### config.mk
export PLATFORM = sky130hd
export DESIGN_NAME = xdma_usr_irq_ctrl_flat
export DESIGN_NICKNAME = d
export VERILOG_FILES = /design/src/rtl/xdma_usr_irq_ctrl_pkg.sv /design/src/rtl/xdma_usr_irq_ctrl_if.sv /design/src/rtl/xdma_usr_irq_ctrl_ch.sv /design/src/rtl/xdma_usr_irq_ctrl.sv /design/src/flat_wrapper.sv
export SDC_FILE = /design/constraint.sdc
export NUM_CORES = 1
export LEC_CHECK = 0
export CAP_MARGIN = 20
export CORE_MARGIN = 10
export CORE_UTILIZATION = 26
export DETAILED_ROUTE_END_ITERATION = 8
export HOLD_SLACK_MARGIN = 0.08
export SLEW_MARGIN = 10
export SYNTH_ARGS = -nofsm -noshare
export SYNTH_HDL_FRONTEND = slang
export SYNTH_SLANG_ARGS = --single-unit
### constraint.sdc
create_clock -name clk -period 2.9 [get_ports clk]
set_input_delay 0.435 -clock clk [delete_from_list [all_inputs] [get_ports clk]]
set_output_delay 0.435 -clock clk [all_outputs]
set_load 0.03 [all_outputs]
### src/rtl/xdma_usr_irq_ctrl_pkg.sv
// Shared constants and types for the XDMA user-interrupt controller.
// Channel map, FSM encodings and the per-channel input bundle.
package xdma_usr_irq_ctrl_pkg;

    localparam int XDMA_USR_INTR_COUNT = 7;

    localparam int CH_IM_D2C   = 0;
    localparam int CH_RTM_D2C  = 1;
    localparam int CH_RTM_C2D  = 2;
    localparam int CH_XPHM_D2C = 3;
    localparam int CH_CWM_D2C  = 4;
    localparam int CH_BM_D2C   = 5;
    localparam int CH_EXEC     = 6;

    localparam logic [1:0] ST_IDLE     = 2'd0;
    localparam logic [1:0] ST_ASSERT   = 2'd1;
    localparam logic [1:0] ST_SERVICED = 2'd2;
    localparam logic [1:0] ST_DEASSERT = 2'd3;

    typedef struct packed {
        logic evt;
        logic clr;
        logic ack;
        logic masked;
    } ch_in_t;

endpackage

### src/rtl/xdma_usr_irq_ctrl_if.sv
// XDMA user-IRQ req/ack port bundle.
// master = interrupt controller, slave = XDMA IP.
interface xdma_usr_irq_ctrl_if
    import xdma_usr_irq_ctrl_pkg::*;
#(
    parameter int N_CH = XDMA_USR_INTR_COUNT
);

    logic [N_CH-1:0] usr_irq_req;
    logic [N_CH-1:0] usr_irq_ack;

    modport master (
        output usr_irq_req,
        input  usr_irq_ack
    );

    modport slave (
        input  usr_irq_req,
        output usr_irq_ack
    );

endinterface

### src/rtl/xdma_usr_irq_ctrl_ch.sv
// One sticky user-interrupt channel: req/ack FSM, re-arm and overflow.
// Optional saturating event counter under XDMA_USR_IRQ_CNT_EN.
module xdma_usr_irq_ch
    import xdma_usr_irq_ctrl_pkg::*;
#(
    parameter int CNT_W = 16
) (
    input  logic             clk,
    input  logic             sys_rst,
    input  ch_in_t           ci,
    output logic             req,
    output logic             pend,
    output logic             ovf,
    output logic [CNT_W-1:0] cnt
);

    logic [1:0] st;
    logic       rearm;
    logic       raise;

    assign raise = (ci.evt | rearm) & ~ci.masked;
    assign req   = (st == ST_ASSERT) | (st == ST_SERVICED);
    assign pend  = (st != ST_IDLE) | rearm;

    always_ff @(posedge clk) begin
        if (sys_rst) begin
            st    <= ST_IDLE;
            rearm <= 1'b0;
            ovf   <= 1'b0;
        end else begin
            unique case (st)
                ST_IDLE: begin
                    if (raise) begin
                        st    <= ST_ASSERT;
                        rearm <= 1'b0;
                    end else if (ci.evt) begin
                        rearm <= 1'b1;
                    end
                    // A fresh event on top of a pending re-arm is lost.
                    if (ci.evt & rearm)
                        ovf <= 1'b1;
                    else if (ci.clr)
                        ovf <= 1'b0;
                end
                ST_ASSERT: begin
                    if (ci.clr)
                        st <= ST_DEASSERT;
                    else if (ci.ack)
                        st <= ST_SERVICED;
                end
                ST_SERVICED: begin
                    if (ci.clr)
                        st <= ST_DEASSERT;
                end
                ST_DEASSERT: begin
                    if (ci.ack)
                        st <= ST_IDLE;
                end
            endcase
            if ((st != ST_IDLE) && ci.evt) begin
                if (rearm)
                    ovf <= 1'b1;
                else
                    rearm <= 1'b1;
            end
        end
    end

`ifdef XDMA_USR_IRQ_CNT_EN
    always_ff @(posedge clk) begin
        if (sys_rst)
            cnt <= '0;
        else if (ci.evt && (cnt != '1))
            cnt <= cnt + CNT_W'(1);
    end
`else
    assign cnt = '0;
`endif

endmodule

### src/rtl/xdma_usr_irq_ctrl.sv
// XDMA user-interrupt controller: mask register plus N_CH channels.
// XDMA_USR_IRQ_CNT_EN adds event counters and a masked reset state.
module xdma_usr_irq_ctrl
    import xdma_usr_irq_ctrl_pkg::*;
#(
    parameter int N_CH  = XDMA_USR_INTR_COUNT,
    parameter int CNT_W = 16
) (
    input  logic                  clk,
    input  logic                  sys_rst,
    input  logic [N_CH-1:0]       evt_pulse,
    input  logic [N_CH-1:0]       intr_clr,
    input  logic [N_CH-1:0]       intr_clr_vld,
    input  logic [N_CH-1:0]       mask_wdata,
    input  logic                  mask_wr,
    xdma_usr_irq_ctrl_if.master   xdma,
    output logic [N_CH-1:0]       irq_mask,
    output logic [N_CH-1:0]       irq_pend,
    output logic [N_CH-1:0]       irq_ovf,
    output logic [N_CH*CNT_W-1:0] evt_cnt
);

`ifdef XDMA_USR_IRQ_CNT_EN
    localparam logic MASK_RST = 1'b1;
`else
    localparam logic MASK_RST = 1'b0;
`endif

    logic [N_CH-1:0] mask_eff;
    logic [N_CH-1:0] req_v;

    always_ff @(posedge clk) begin
        if (sys_rst)
            irq_mask <= {N_CH{MASK_RST}};
        else if (mask_wr)
            irq_mask <= mask_wdata;
    end

    // Bypass the write so an unmask raises a re-armed channel next cycle.
    assign mask_eff = mask_wr ? mask_wdata : irq_mask;

    assign xdma.usr_irq_req = req_v;

    for (genvar i = 0; i < N_CH; i++) begin : g_ch
        ch_in_t ci;

        assign ci.evt    = evt_pulse[i];
        assign ci.clr    = intr_clr[i] & intr_clr_vld[i];
        assign ci.ack    = xdma.usr_irq_ack[i];
        assign ci.masked = mask_eff[i];

        xdma_usr_irq_ch #(
            .CNT_W (CNT_W)
        ) u_ch (
            .clk     (clk),
            .sys_rst (sys_rst),
            .ci      (ci),
            .req     (req_v[i]),
            .pend    (irq_pend[i]),
            .ovf     (irq_ovf[i]),
            .cnt     (evt_cnt[i*CNT_W +: CNT_W])
        );
    end

endmodule

### src/flat_wrapper.sv
// flat-port wrapper written by rule: the top's interface ports become plain ports
module xdma_usr_irq_ctrl_flat import xdma_usr_irq_ctrl_pkg::*;
#(
    parameter int N_CH  = XDMA_USR_INTR_COUNT,
    parameter int CNT_W = 16
)
  (clk, sys_rst, evt_pulse, intr_clr, intr_clr_vld, mask_wdata, mask_wr, irq_mask, irq_pend, irq_ovf, evt_cnt, xdma_usr_irq_req, xdma_usr_irq_ack);
  xdma_usr_irq_ctrl_if #(.N_CH(N_CH)) xdma_i ();
  input  logic clk;
  input  logic sys_rst;
  input  logic [N_CH-1:0] evt_pulse;
  input  logic [N_CH-1:0] intr_clr;
  input  logic [N_CH-1:0] intr_clr_vld;
  input  logic [N_CH-1:0] mask_wdata;
  input  logic mask_wr;
  output logic [N_CH-1:0] irq_mask;
  output logic [N_CH-1:0] irq_pend;
  output logic [N_CH-1:0] irq_ovf;
  output logic [N_CH*CNT_W-1:0] evt_cnt;
  output wire logic [$bits(xdma_i.usr_irq_req)-1:0] xdma_usr_irq_req;
  input wire logic [$bits(xdma_i.usr_irq_ack)-1:0] xdma_usr_irq_ack;
  assign xdma_usr_irq_req = xdma_i.usr_irq_req;
  assign xdma_i.usr_irq_ack = xdma_usr_irq_ack;
  xdma_usr_irq_ctrl #(.N_CH(N_CH), .CNT_W(CNT_W)) u_core (.clk(clk), .sys_rst(sys_rst), .evt_pulse(evt_pulse), .intr_clr(intr_clr), .intr_clr_vld(intr_clr_vld), .mask_wdata(mask_wdata), .mask_wr(mask_wr), .xdma(xdma_i), .irq_mask(irq_mask), .irq_pend(irq_pend), .irq_ovf(irq_ovf), .evt_cnt(evt_cnt));
endmodule
### Yosys cells after proc, flatten, opt, wreduce, memory -nomap -nowiden

Index checks and enable logic that the tools add are counted.
Widths: inputs -> output; s select.

* equal/unequal tests: 49
* mux-type cells: 113
* bitwise gates (word level): 49
* reductions and logical operators: 28

Operator list (number)
* $mux 1: 70
* $mux 2: 35
* $pmux 2 s4: 7
* $eq 2x2->1 const B: 14
* $ne 2x2->1 const B: 14
* $reduce_and 4->1: 7
* $and 1x1->1: 21
* $ne 3x2->1 const B: 7
* $or 1x1->1: 21
* $eq 2x1->1 const B: 7
* $logic_not 2->1: 7
* $ne 2x1->1 const B: 7
* $reduce_bool 2->1: 7
* $logic_and 1x1->1: 7
* $mux 7: 1
* $not 1->1: 7

* register bits after elaboration: 35
* bits of input ports: 38
* output and inout bits: 140
* word-level logic and storage cells: 261

### Longest topological paths before layout

Gate-level depths: netlist of the first run.

* word-level depth: 7
* depth in mapped cells: 6
* depth with buffers taken out: 6

### Modules after synthesis

From an unflattened synthesis of the first run, not the netlist that was laid out.

* cell total of the unflattened synthesis: 365
* area total of the unflattened synthesis: 3120.5 sq um

Modules (own cells, without submodules)
* xdma_usr_irq_ch: times used 7, cells an instance 48, area an instance 396.6 sq um, seq. area each 80.1 sq um
* xdma_usr_irq_ctrl: times used 1, cells an instance 29, area an instance 344.1 sq um, seq. area each 140.1 sq um

### Worst setup path before layout of the first run

No wires, ideal clock.

* path type: input port to flip-flop
* from: input port mask_wr
* to: register u_core.g_ch[0].u_ch.st[0]
* library setup time: 88 ps
* data arrival time: 1441 ps
* data required time: 2812 ps
* setup slack: 1371 ps
* cell stages on the path: 6
* path buffers: 2
* cell sequence: buf_6 > buf_12 > mux2_4 > o21ai_2 > a31oi_1 > a311oi_2

* longest elaborated chain between the ends: 5

RTL lines
* start, declared: RTL line flat_wrapper.sv:15 `input logic mask_wr;`
* $mux 7
* $not 1->1: RTL line xdma_usr_irq_ctrl_ch.sv:21 `assign raise = (ci.evt | rearm) & ~ci.masked;`
* $and 1x1->1: RTL line xdma_usr_irq_ctrl_ch.sv:21
* $ne 2x2->1 (no source line)
* $reduce_and 4->1 (no source line)
* end signal, assigned: RTL line xdma_usr_irq_ctrl_ch.sv:27 `st <= ST_IDLE;`
* end signal, assigned: RTL line xdma_usr_irq_ctrl_ch.sv:34 `st <= ST_ASSERT;`
* end signal, assigned: RTL line xdma_usr_irq_ctrl_ch.sv:47 `st <= ST_DEASSERT;`
* end, declared: RTL line xdma_usr_irq_ctrl_ch.sv:17 `logic [1:0] st;`

Every way passes these cells.
A chain may end at the register's enable or synchronous reset.

### Worst setup path in the final report of the first run

* from: register u_core.g_ch[5].u_ch.st[0]
* to: output port irq_pend[5]

* longest elaborated chain between the ends: 2

RTL lines
* start, declared: RTL line xdma_usr_irq_ctrl_ch.sv:17
* start signal, assigned: RTL line xdma_usr_irq_ctrl_ch.sv:27
* start signal, assigned: RTL line xdma_usr_irq_ctrl_ch.sv:34
* start signal, assigned: RTL line xdma_usr_irq_ctrl_ch.sv:47
* $reduce_bool 2->1: RTL line xdma_usr_irq_ctrl_ch.sv:23 `assign pend = (st != ST_IDLE) | rearm;`
* $or 1x1->1: RTL line xdma_usr_irq_ctrl_ch.sv:23
* end, declared: RTL line flat_wrapper.sv:17 `output logic [N_CH-1:0] irq_pend;`

Every way passes these cells.

==> results.toml, run 1 <==
[clock_network]
cts_made_buffers = 5
cts_hold_buf = 0
cts-root-buf = "clkbuf_16"
cts_resized = 0
clk_latency_ns = 0.27
cts_setup_buffers = 0
clockBufferDepth = 2
htree_levels = 2
cts.clk_slew.worst_paths_ns = 0.05
cts_sinks = 35
cts_tree = "built"

[synthesis]
syn_inst = 379
async_flop_share_pct = 0
syn_area_um2 = 3290
synth-edff-count = 0
yosys_warnings = 0
ys_seq_area_share_pct = 21.3
syn_avg_cell_area_um2 = 8.67
synthFlopType = "dfxtp_1"
synth-seq-cells = 35
synth.distinct_cells = 35

[die]
rows = 41
initial_core_util_pct = 26.3
core_um2 = 12500
io_pins = 178
fp.dieW_um = 132
die_h_um = 132
die-area_um2 = 17500

[setup_path]
crit_arrival_ns = 1.87
critPathTopFamily = "buffers and inverters"
criticalPathCategory = "reg2out"
cp_max_fo = 5
reg2reg_slack_ns = 1.28
path_cells = "inv_1 > ha_1 > nand2b_1 > clkdlybuf4s50_1"
reg2reg_to = "u_core.g_ch[1].u_ch.st[0]$_SDFFE_PP0P_"
worst_setup_path_end_kind = "output port"
reg2reg_depth = 6
cp.buffers_inverters = 2
crit_slowest_cell = "clkdlybuf4s50_1"
cp_slowest_stage_delay_ns = 0.68
cp.required_ns = 2.47
r2r-start = "u_core.g_ch[1].u_ch.st[1]$_SDFFE_PP0P_"
setup.worst_path.start_class = "register"

[grt]
grt_max_degree = 41
grt_use_total_pct = 7.95
grt_overflow = 0
grt_pass1_wl_mm = 11.8
first_global_vias = 2376
antenna_found_initial = 0

[hold_path]
hp-class = "reg2reg"
whs_endpoint = "u_core.g_ch[2].u_ch.ovf$_SDFF_PP0_"
hold_depth = 2
min_from = "u_core.g_ch[2].u_ch.ovf$_SDFF_PP0_"

[cells_and_area]
design_area_um2 = 3660
final_nets = 498
area_delta_synth_final_pct = 11.3
drive_gt1_share_pct = 6.82
fill_cells = 1365
antenna_cells = 0

[placement]
gp_congestion = 0.833
numPortBuffers = 65
hpwlAfterDp_mm = 6.28
place_ws_ns = 0.704
placed_cell_area_um2 = 3510

[timing]
slew_viol_final = 0
max_clock_freq_ghz = 0.434
layout_min_cycle_time_ns = 2.30
worstMarginPinSlew_ns = 0.820
finalSetupTns_ns = 0
hold_viol = 0
relSlewSlack_pct = 45.3
finClkSkew_ns = 0.00334
setup_ws_ns = 0.596
rsz0062_at_grt = "false"
period_share_pct = 79.4
setup_viol = 0

[route]
wl_per_cell_um = 12.4
firstDrtPassIters = 4
postRouteAntennaNets = 0
wirelength_mm = 7.40
num_vias = 2282
drc_errors = 0
viasPerCell = 3.82
drt_iter0_drc = 83

[power_and_ir_drop]
seq_power_share_pct = 22.7
p_comb_share_pct = 61.3
power_switching_w = 0.00156
switching_share_pct = 47.5
cellPowerDensity_nw_per_um2 = 900
leakage_nw = 1.63
p_int_w = 0.00173
clkPwrFrac_pct = 16.0
vdd_ir_drop_max_v = 0.000473

[flow_run]
maxCapViolCount = 0

[outcome]
outcome = "completed"
-- layer usage --
layer  routed length [um]  share of wire (%)  vias up  GRT usage (%)
li1                     -                  -     1136              -
met1                 3180                 43     1030           9.17
met2                 3410                 46      114           12.9
met3                  792                 11        2           4.28
met4                   17               0.23        0           1.28
met5                    0                  0        -              0
-- stage by stage --
step                cells  hold slack, ns  utilization, %  power (W)
floorplan             490           0.463               -    0.00248
detailed placement    590           0.481            28.1    0.00278
global route          597           0.554            29.2    0.00357
finish                597           0.491            29.2    0.00329
global placement      590           0.477            28.1    0.00272
CTS                   597           0.496            29.2    0.00333
-- cell usage after synthesis, types with 4 or more instances --
cell / number / share of area [%]
buf_4: 133 / 30
dfxtp_1: 35 / 21
ha_1: 35 / 13
nor2_1: 22 / 2.5
inv_1: 14 / 1.6
nand4_1: 12 / 2.3
nand2b_1: 11 / 2.1
nand2_1: 9 / 1.0
nor2b_1: 9 / 1.7
a211oi_1: 8 / 1.8
nand3_1: 8 / 1.2
a22oi_1: 7 / 1.6
mux2i_1: 7 / 2.1
o21ai_0: 7 / 1.1
o31ai_1: 7 / 1.6
a21oi_1: 6 / 0.91
a31oi_1: 6 / 1.1
mux2_2: 4 / 1.4
o21ai_1: 4 / 0.61
-- cell usage in the layout, fill, tap and decap left out, types with 9 or more instances in the layout --
| cell | netlist | layout |
|---|---|---|
| clkdlybuf4s50_1 | 0 | 64 |
| conb_1 | 1 | 112 |
| dfxtp_1 | 35 | 35 |
| ha_1 | 35 | 35 |
| inv_1 | 14 | 14 |
| nand2_1 | 9 | 9 |
| nand2b_1 | 11 | 11 |
| nand4_1 | 12 | 12 |
| nor2_1 | 22 | 22 |
| nor2b_1 | 9 | 9 |
-- cell type report --
cell class	count	area, um2	share of cell area, %
Clock buffer	6	139	3.80
Multi-Input combinational cell	302	1890	51.5
Clock inverter	1	5.00	0.137
Sequential cell	35	701	19.2
Timing Repair Buffer	67	661	18.1
Inverter	14	52.6	1.44
Tap cell	172	215	5.88
-- flip-flops by register name (all words and copies together), names as in the netlist --
register	flops
u_core.irq_mask	7
u_core.g_ch.u_ch.st	14
u_core.g_ch.u_ch.rearm	7
u_core.g_ch.u_ch.ovf	7
-- logic make-up (layout without fill, tap and decap cells) --
| kind of cell | count (synthesis) | after routing | synth area share, % |
|---|---|---|---|
| AO/OA/AOI/OAI | 58 | 58 | 12.8 |
| adder cells (fa/ha/maj) | 35 | 35 | 13.3 |
| buffers and inverters | 153 | 88 | 34.0 |
| flip-flops | 35 | 35 | 21.3 |
| multiplexers | 14 | 14 | 4.87 |
| other | 1 | 112 | 0.114 |
| AND/OR/NAND/NOR | 83 | 83 | 13.6 |
-- worst max-delay path by stage --
stage | end | cells after the start | start
floorplan | u_core.g_ch[0].u_ch.st[0]$_SDFFE_PP0P_ | 6 | mask_wr
global placement | u_core.g_ch[4].u_ch.st[0]$_SDFFE_PP0P_ | 6 | mask_wr
detailed placement | u_core.g_ch[3].u_ch.st[0]$_SDFFE_PP0P_ | 6 | mask_wr
CTS | irq_pend[0] | 4 | u_core.g_ch[0].u_ch.st[0]$_SDFFE_PP0P_
global route | irq_pend[5] | 4 | u_core.g_ch[5].u_ch.st[0]$_SDFFE_PP0P_
finish | irq_pend[5] | 4 | u_core.g_ch[5].u_ch.st[0]$_SDFFE_PP0P_
-- tightest hold or removal path, cell delays in order, from the launching register on --
cell and delay (ns):
dfxtp_1 0.32, a22oi_1 0.06, nor2_1 0.07
-- power groups by stage --
stage / Clock (W) / Sequential [W] / Combinational (W)
3_5_place_dp: 0 / 0.000752 / 0.00203
2_1_floorplan: 0 / 0.000732 / 0.00175
4_1_cts: 0.000553 / 0.000745 / 0.00203
5_1_grt: 0.000571 / 0.000770 / 0.00223
6_report: 0.000528 / 0.000747 / 0.00202
3_3_place_gp: 0 / 0.000745 / 0.00197
(Power assumes the default switching activity.)
==> run 2, diff against run 1 <==
==> constraint.sdc (replaced) <==
create_clock -name clk -period 1.9 [get_ports clk]
set_input_delay 0.285 -clock clk [delete_from_list [all_inputs] [get_ports clk]]
set_output_delay 0.285 -clock clk [all_outputs]
set_load 0.03 [all_outputs]
==> run 2 against run 1 <==
Register-to-register slack got worse by 1.0 ns; final cell count rose by 1.5%; flip-flop and latch count did not move; cell area rose by 2.3%; count of clock-buffer cells in the layout did not move; clock skew fell by 0.0014 ns; first-iteration DRC count fell by 31%; sequential share of layout area fell by 0.44 points; sequential power rose by 51%; die area did not move; global-route usage rose by 0.17 points; core utilization rose by 0.68 points; critical path type unchanged.
==> results.toml, run 2 (synthesis results as in run 1) <==
[hold_path]
hp-class = "in2reg"
hold_depth = 2

[cells_and_area]
drive_gt1_share_pct = 9.45
largest_reg_flops = 14
area_delta_synth_final_pct = 13.9
antenna_cells = 0
mostFrequentLayoutCells = "112 x conb_1, 50 x clkdlybuf4s50_1, 35 x ha_1, 35 x dfxtp_1, 22 x nor2_1"
top_register = "u_core.g_ch.u_ch.st"
final_nets = 507
final_common_cell = "conb_1"

[setup_path]
criticalPathCategory = "reg2out"
cp_slowest_stage_delay_ns = 0.41
cp.required_ns = 1.62
crit_slowest_cell = "dfxtp_1"
crit_arrival_ns = 1.52
setup.worst_path.start_class = "register"
cp_max_fo = 5
reg2reg_depth = 6
path_cells = "inv_1 > ha_1 > clkdlybuf4s15_1"
worst_setup_path_end_kind = "output port"

[outcome]
outcome = "completed"

[power_and_ir_drop]
clkPwrFrac_pct = 16.0
power_switching_w = 0.00241
seq_power_share_pct = 22.4
leakage_nw = 1.70
cellPowerDensity_nw_per_um2 = 1350
switching_share_pct = 47.8
p_comb_share_pct = 61.6
vdd_ir_drop_max_v = 0.000758
p_int_w = 0.00263

[route]
firstDrtPassIters = 4
wl_per_cell_um = 12.2
wirelength_mm = 7.40
postRouteAntennaNets = 0
drc_errors = 0
num_vias = 2299
viasPerCell = 3.79
drt_iter0_drc = 57

[clock_network]
clockBufferDepth = 2
cts_sinks = 35
cts_made_buffers = 5
cts-root-buf = "clkbuf_16"
cts_tree = "built"
cts.clk_slew.worst_paths_ns = 0.06
clk_latency_ns = 0.27
htree_levels = 2
cts_hold_buf = 0

[timing]
rsz0062_at_grt = "false"
hold_ws_ns = 0.363
hold_viol = 0
slew_viol_final = 0
max_clock_freq_ghz = 0.554
layout_min_cycle_time_ns = 1.80
period_share_pct = 95.0
setup_viol = 0
finClkSkew_ns = 0.00192
finalSetupTns_ns = 0

[die]
fp.dieW_um = 132
core_um2 = 12500
initial_core_util_pct = 26.3
die-area_um2 = 17500
io_pins = 178
die_h_um = 132
rows = 41

[grt]
grt_use_total_pct = 8.11
first_global_vias = 2426
antenna_found_initial = 0
grt_pass1_wl_mm = 12.1
grt_overflow = 0
grt_max_degree = 31

[flow_run]
maxCapViolCount = 0

[placement]
numPortBuffers = 65
hpwlAfterDp_mm = 6.37
gp_congestion = 0.864
## run 2: changes by cell type in the layout (fill, tap and decap cells not counted)
cell and delta:
buf_4 +7, dlygate4sd2_1 +6, clkdlybuf4s15_1 +5, clkdlybuf4s50_1 -14
buf_12 +3, clkbuf_2 +2
## run 2: worst paths after layout
path                                                             start                                      to  slack, ns
worst max-delay path            u_core.g_ch[1].u_ch.st[0]$_SDFFE_PP0P_                     xdma_usr_irq_req[1]        0.1
worst min-delay path                                           sys_rst           u_core.irq_mask[6]$_SDFF_PP0_       0.36
worst max register to register  u_core.g_ch[1].u_ch.st[1]$_SDFFE_PP0P_  u_core.g_ch[1].u_ch.st[0]$_SDFFE_PP0P_       0.28
worst min register to register      u_core.g_ch[1].u_ch.ovf$_SDFF_PP0_      u_core.g_ch[1].u_ch.ovf$_SDFF_PP0_       0.49
## run 2: metrics by stage
step | instances | power, W | cell area, um2 | utilization, % | worst slack [ns]
after global routing | 606 | 0.00549 | 3740 | 29.9 | 0.00611
after global placement | 599 | 0.00434 | 3620 | 28.9 | -0.0493
after CTS | 606 | 0.00508 | 3740 | 29.9 | 0.0484
after detailed placement | 599 | 0.00442 | 3620 | 28.9 | -0.0802
after floorplan | 490 | 0.00379 | 3700 | - | 0.496
final | 606 | 0.00504 | 3740 | 29.9 | 0.0951
## run 2: repair_timing
action                                  4_1_cts  5_1_grt
endpoints found under the setup margin       13        7
gates cloned                                  0        0
gates resized for setup                      13        9
pin swaps                                     0        0
setup buffers                                 0        0
## run 2: area by class of cell
class                           instances  area, um2
Fill cell                            1343       8770
Multi-Input combinational cell        302       1890
Timing Repair Buffer                   76        746
Sequential cell                        35        701
Tap cell                              172        215
Clock buffer                            6        139
Inverter                               14       52.6
Clock inverter                          1       5.00
## run 2: power by group through the flow
stage	clock network, W	logic, W	registers, W
after floorplan	0	0.00267	0.00112
after global placement	0	0.00321	0.00113
after detailed placement	0	0.00328	0.00114
after CTS	0.000828	0.00312	0.00113
after global routing	0.000872	0.00345	0.00117
final	0.000807	0.00310	0.00113
## run 2: routing by layer
| metal | part of all wire (%) | up-vias | GRT usage, % |
|---|---|---|---|
| li1 | - | 1147 | - |
| met1 | 43 | 1047 | 9.24 |
| met2 | 46 | 100 | 13.3 |
| met3 | 11 | 5 | 4.28 |
| met4 | 0.45 | 0 | 1.47 |
| met5 | 0 | - | 0 |
## run 2: worst max-delay path: cells and delay by family (launching register included)
| family | cells | cell delay, ns |
|---|---|---|
| adders and majority gates | 1 | 0.33 |
| DFF | 1 | 0.41 |
| buffers and inverters | 2 | 0.51 |
==> run 3, diff against run 2 <==
==> constraint.sdc (replaced) <==
create_clock -name clk -period 2.2 [get_ports clk]
set_input_delay 0.33 -clock clk [delete_from_list [all_inputs] [get_ports clk]]
set_output_delay 0.33 -clock clk [all_outputs]
set_load 0.03 [all_outputs]
==> run 3 against run 2 <==
Final cell count fell by 1.2%; routed wire length hardly changed; global-route usage fell by 0.22 points; core utilization is 0.090 points higher; critical endpoint is now irq_pend[0]; largest cell class unchanged.
==> results.toml, run 3 (synthesis results as in run 1) <==
[power_and_ir_drop]
leakage_nw = 1.80
vdd_ir_drop_max_v = 0.000533
cellPowerDensity_nw_per_um2 = 1190

[timing]
finalSetupTns_ns = 0
layout_min_cycle_time_ns = 1.92
rsz0062_at_grt = "false"
slew_viol_final = 0
hold_viol = 0
period_share_pct = 87.2
finClkSkew_ns = 0.00551
setup_viol = 0
max_clock_freq_ghz = 0.521

[grt]
antenna_found_initial = 0
grt_max_degree = 20
first_global_vias = 2396
grt_pass1_wl_mm = 11.9
grt_overflow = 0
grt_use_total_pct = 7.89

[setup_path]
reg2reg_to = "u_core.g_ch[0].u_ch.st[0]$_SDFFE_PP0P_"
crit_slowest_cell = "dfxtp_1"
reg2reg_slack_ns = 0.63
cp-endpoint = "irq_pend[0]"
setup.worst_path.start_class = "register"
crit_arrival_ns = 1.59
reg2reg_depth = 6
path_cells = "inv_1 > ha_1 > nand2b_1 > dlygate4sd2_1"
cp_max_fo = 5
startpoint = "u_core.g_ch[0].u_ch.st[0]$_SDFFE_PP0P_"
worst_setup_path_end_kind = "output port"
cp.required_ns = 1.87
criticalPathCategory = "reg2out"
r2r-start = "u_core.g_ch[0].u_ch.st[1]$_SDFFE_PP0P_"
cp_slowest_stage_delay_ns = 0.41

[cells_and_area]
mostFrequentLayoutCells = "112 x conb_1, 50 x clkdlybuf4s50_1, 35 x ha_1, 35 x dfxtp_1, 22 x nor2_1"
postLayoutCoreUtil_pct = 30.0
regArea_um2 = 701
largest_reg_flops = 14
final_common_cell = "conb_1"
area_delta_synth_final_pct = 14.2
top_register = "u_core.g_ch.u_ch.st"
drive_gt1_share_pct = 7.26
fill_cells = 1366
multi_input_area_um2 = 1890
final_nets = 499
antenna_cells = 0

[clock_network]
cts-root-buf = "clkbuf_16"
cts_made_buffers = 5
clockBufferDepth = 2
htree_levels = 2
cts.clk_slew.worst_paths_ns = 0.06
cts_sinks = 35
cts_setup_buffers = 0
cts_tree = "built"
clk_latency_ns = 0.27

[route]
postRouteAntennaNets = 0
highest_layer = "met4"
viasPerCell = 3.84
dr_wl_met3_um = 690
wl_per_cell_um = 12.3
drt_iter0_drc = 36
firstDrtPassIters = 4
num_vias = 2298
wl_met2_mm = 3.49
wirelength_mm = 7.40
drc_errors = 0
met1_length_mm = 3.18

[hold_path]
hp-class = "in2reg"

[die]
core_um2 = 12500
rows = 41
initial_core_util_pct = 26.3
die-area_um2 = 17500
io_pins = 178
fp.dieW_um = 132
die_h_um = 132

[placement]
numPortBuffers = 65
gp_congestion = 0.843
hpwlAfterDp_mm = 6.38

[flow_run]
maxCapViolCount = 0

[outcome]
outcome = "completed"
run 3: cell types whose count changed in the layout (fill, tap and decap cells not counted), sizes merged, moves of 2 or more:
| cell | delta |
|---|---|
| dlymetal6s2s | +12 |
| buf | -9 |
| clkdlybuf4s15 | -5 |
| dlygate4sd2 | -4 |
| clkbuf | -3 |
| bufinv | +2 |
run 3: final cells by class:
type | count | share of cell area [%]
flip-flops and latches | 35 | 18.7
clock inverters | 3 | 1.80
clock buffers | 5 | 3.33
inverters | 14 | 1.40
multi-input cells | 302 | 50.2
well taps | 172 | 5.73
repair buffers | 68 | 18.9
run 3: metrics by stage:
stage               cells  hold WS, ns  area (um2)  setup slack, ns  total power, W
floorplan             490        0.463        3700            0.776         0.00327
global placement      591        0.477        3530            0.198         0.00359
detailed placement    591        0.484        3530            0.163         0.00367
CTS                   599        0.356        3720           0.0193         0.00459
global route          599        0.380        3750            0.151         0.00485
finish                599        0.359        3750            0.281         0.00449
run 3: power by group:
group	internal [W]	total, W	switching [W]
clock	0.000649	0.000915	0.000266
sequential	0.000809	0.000981	0.000172
combinational	0.000978	0.00259	0.00161
run 3: repair_timing:
action / 4_1_cts / 5_1_grt
hold buffers: 0 / 0
gates cloned: 0 / 0
endpoints found under the setup margin: 2 / 12
endpoints found under the hold margin: 0 / 0
resized for setup: 2 / 12
run 3: how the worst min path moves through the flow:
stage / from / to / slack, ns / cells after the start
floorplan: u_core.g_ch[1].u_ch.ovf$_SDFF_PP0_ / u_core.g_ch[1].u_ch.ovf$_SDFF_PP0_ / 0.46 / 2
finish: sys_rst / u_core.g_ch[5].u_ch.ovf$_SDFF_PP0_ / 0.36 / 2
detailed placement: u_core.g_ch[2].u_ch.ovf$_SDFF_PP0_ / u_core.g_ch[2].u_ch.ovf$_SDFF_PP0_ / 0.48 / 2
global route: sys_rst / u_core.irq_mask[5]$_SDFF_PP0_ / 0.38 / 2
global placement: u_core.g_ch[2].u_ch.ovf$_SDFF_PP0_ / u_core.g_ch[2].u_ch.ovf$_SDFF_PP0_ / 0.48 / 2
CTS: sys_rst / u_core.g_ch[5].u_ch.ovf$_SDFF_PP0_ / 0.36 / 2
run 3: routing by layer:
layer / global-route usage (%) / vias up
met4: 1.47 / 0
met3: 3.86 / 6
li1: - / 1145
met5: 0 / -
met1: 9.10 / 1040
met2: 13.0 / 107
run 3: worst max-delay path, delay by kind of cell (launching register included):
kind	cells	cell delay, ns
buffers and inverters	2	0.53
flip-flops	1	0.41
adder cells (fa/ha/maj)	1	0.27
AND/OR/NAND/NOR	1	0.11
==> RTL edit, RTL diff (settings of run 2) <==
Set the package constant `XDMA_USR_INTR_COUNT` to 9 (it was 7).
--- a/src/rtl/xdma_usr_irq_ctrl_pkg.sv
+++ b/src/rtl/xdma_usr_irq_ctrl_pkg.sv
@@ -2,7 +2,7 @@
 // Channel map, FSM encodings and the per-channel input bundle.
 package xdma_usr_irq_ctrl_pkg;
 
-    localparam int XDMA_USR_INTR_COUNT = 7;
+    localparam int XDMA_USR_INTR_COUNT = 9;
 
     localparam int CH_IM_D2C   = 0;
     localparam int CH_RTM_D2C  = 1;
Ports: changed (10 resized); port bits go from 178 to 228. No check against the original RTL was run, so the function may have changed too.
==> RTL edit against run 2 <==
- via count up 25%
- largest power group unchanged
- setup slack better by 34 ps
- routed wire length up 27%
- final area up 30%
- register-to-register slack better by 30 ps
- sequential cell count up 10
- area after synthesis up 26%
- critical path depth unchanged
- sequential power up 22%
- die area up 22%
- total power up 34%
- fmax up 1.9%
- critical path type unchanged
==> RTL edit: results (changes against run 2) <==
| Metric | Value |
|---|---|
| Outcome | `finished clean (unchanged)` |
| CP max FO | `4 (was 5)` |
| RR Endpoint | `u_core.g_ch[3].u_ch.st[0] (was u_core.g_ch[1].u_ch.st[0])` |
| Worst-Skew Late Latency | `290 ps (was 270 ps)` |
| Crit path from | `u_core.g_ch[1].u_ch.st[1] (was u_core.g_ch[1].u_ch.st[0])` |
| M3 GR Usage | `4.45% (was 4.28%)` |
| Wire length on met1 | `4.10 mm (was 3.15 mm)` |
| Vias in the first global route | `2,977 (was 2,426)` |
| Nets@finish | `658 (was 507)` |
| Met3 WL | `926 um (was 803 um)` |
| Cells after Synth | `485 (was 379)` |
| Clk cell area share | `3.92% (was 3.84%)` |
| Fraction of the mapped netlist area in adder cells | `13.6% (was 13.3%)` |
| Library cells used by synthesis | `33 (was 35)` |
| # resized after CTS | `15 (was 13)` |
| Multiplexer share of the synthesized area | `5.22% (was 4.87%)` |
| GRT Total Usage | `8.32% (was 8.11%)` |
| First-pass GRT wire length | `15.0 mm (was 12.1 mm)` |
| Synth Register Bits | `45 (was 35)` |
| Worst path slowest cell | `dlygate4sd2_1 (was dfxtp_1)` |
| Min Hold Slack | `308 ps (was 363 ps)` |
| Initial drt markers | `71 (was 57)` |
| Hpwl dp | `8.13 mm (was 6.37 mm)` |
| Max reg flops | `18 (was 14)` |
| Hold Path Sink | `u_core.g_ch[4].u_ch.ovf (was u_core.irq_mask[6])` |
| Largest net degree at the start of global routing | `33 (was 31)` |
| Fin area | `4850 sq um (was 3740 sq um)` |
[RTL edit: changes by cell type in the layout (fill, tap and decap cells not counted), moves of 9 or more]
cell | before | now
buf_4 | 9 | 25
clkdlybuf4s50_1 | 50 | 64
conb_1 | 112 | 144
dfxtp_1 | 35 | 45
ha_1 | 35 | 45
nand2b_1 | 11 | 20
[RTL edit: per-stage QoR]
stage / setup slack, ps / total power, W
3_5_place_dp: -108 / 0.00588
5_1_grt: 18.3 / 0.00735
4_1_cts: 82.5 / 0.00686
3_3_place_gp: -53.5 / 0.00588
6_report: 130 / 0.00677
2_1_floorplan: 481 / 0.00485
[RTL edit: power by group]
| part | leakage [nW] | switching, W | internal, W | total, W |
|---|---|---|---|---|
| clock | 0.0938 | 0.000382 | 0.000752 | 0.00113 |
| sequential | 0.371 | 0.000178 | 0.00121 | 0.00138 |
| combinational | 1.77 | 0.00254 | 0.00171 | 0.00425 |
| total | 2.23 | 0.00310 | 0.00367 | 0.00677 |
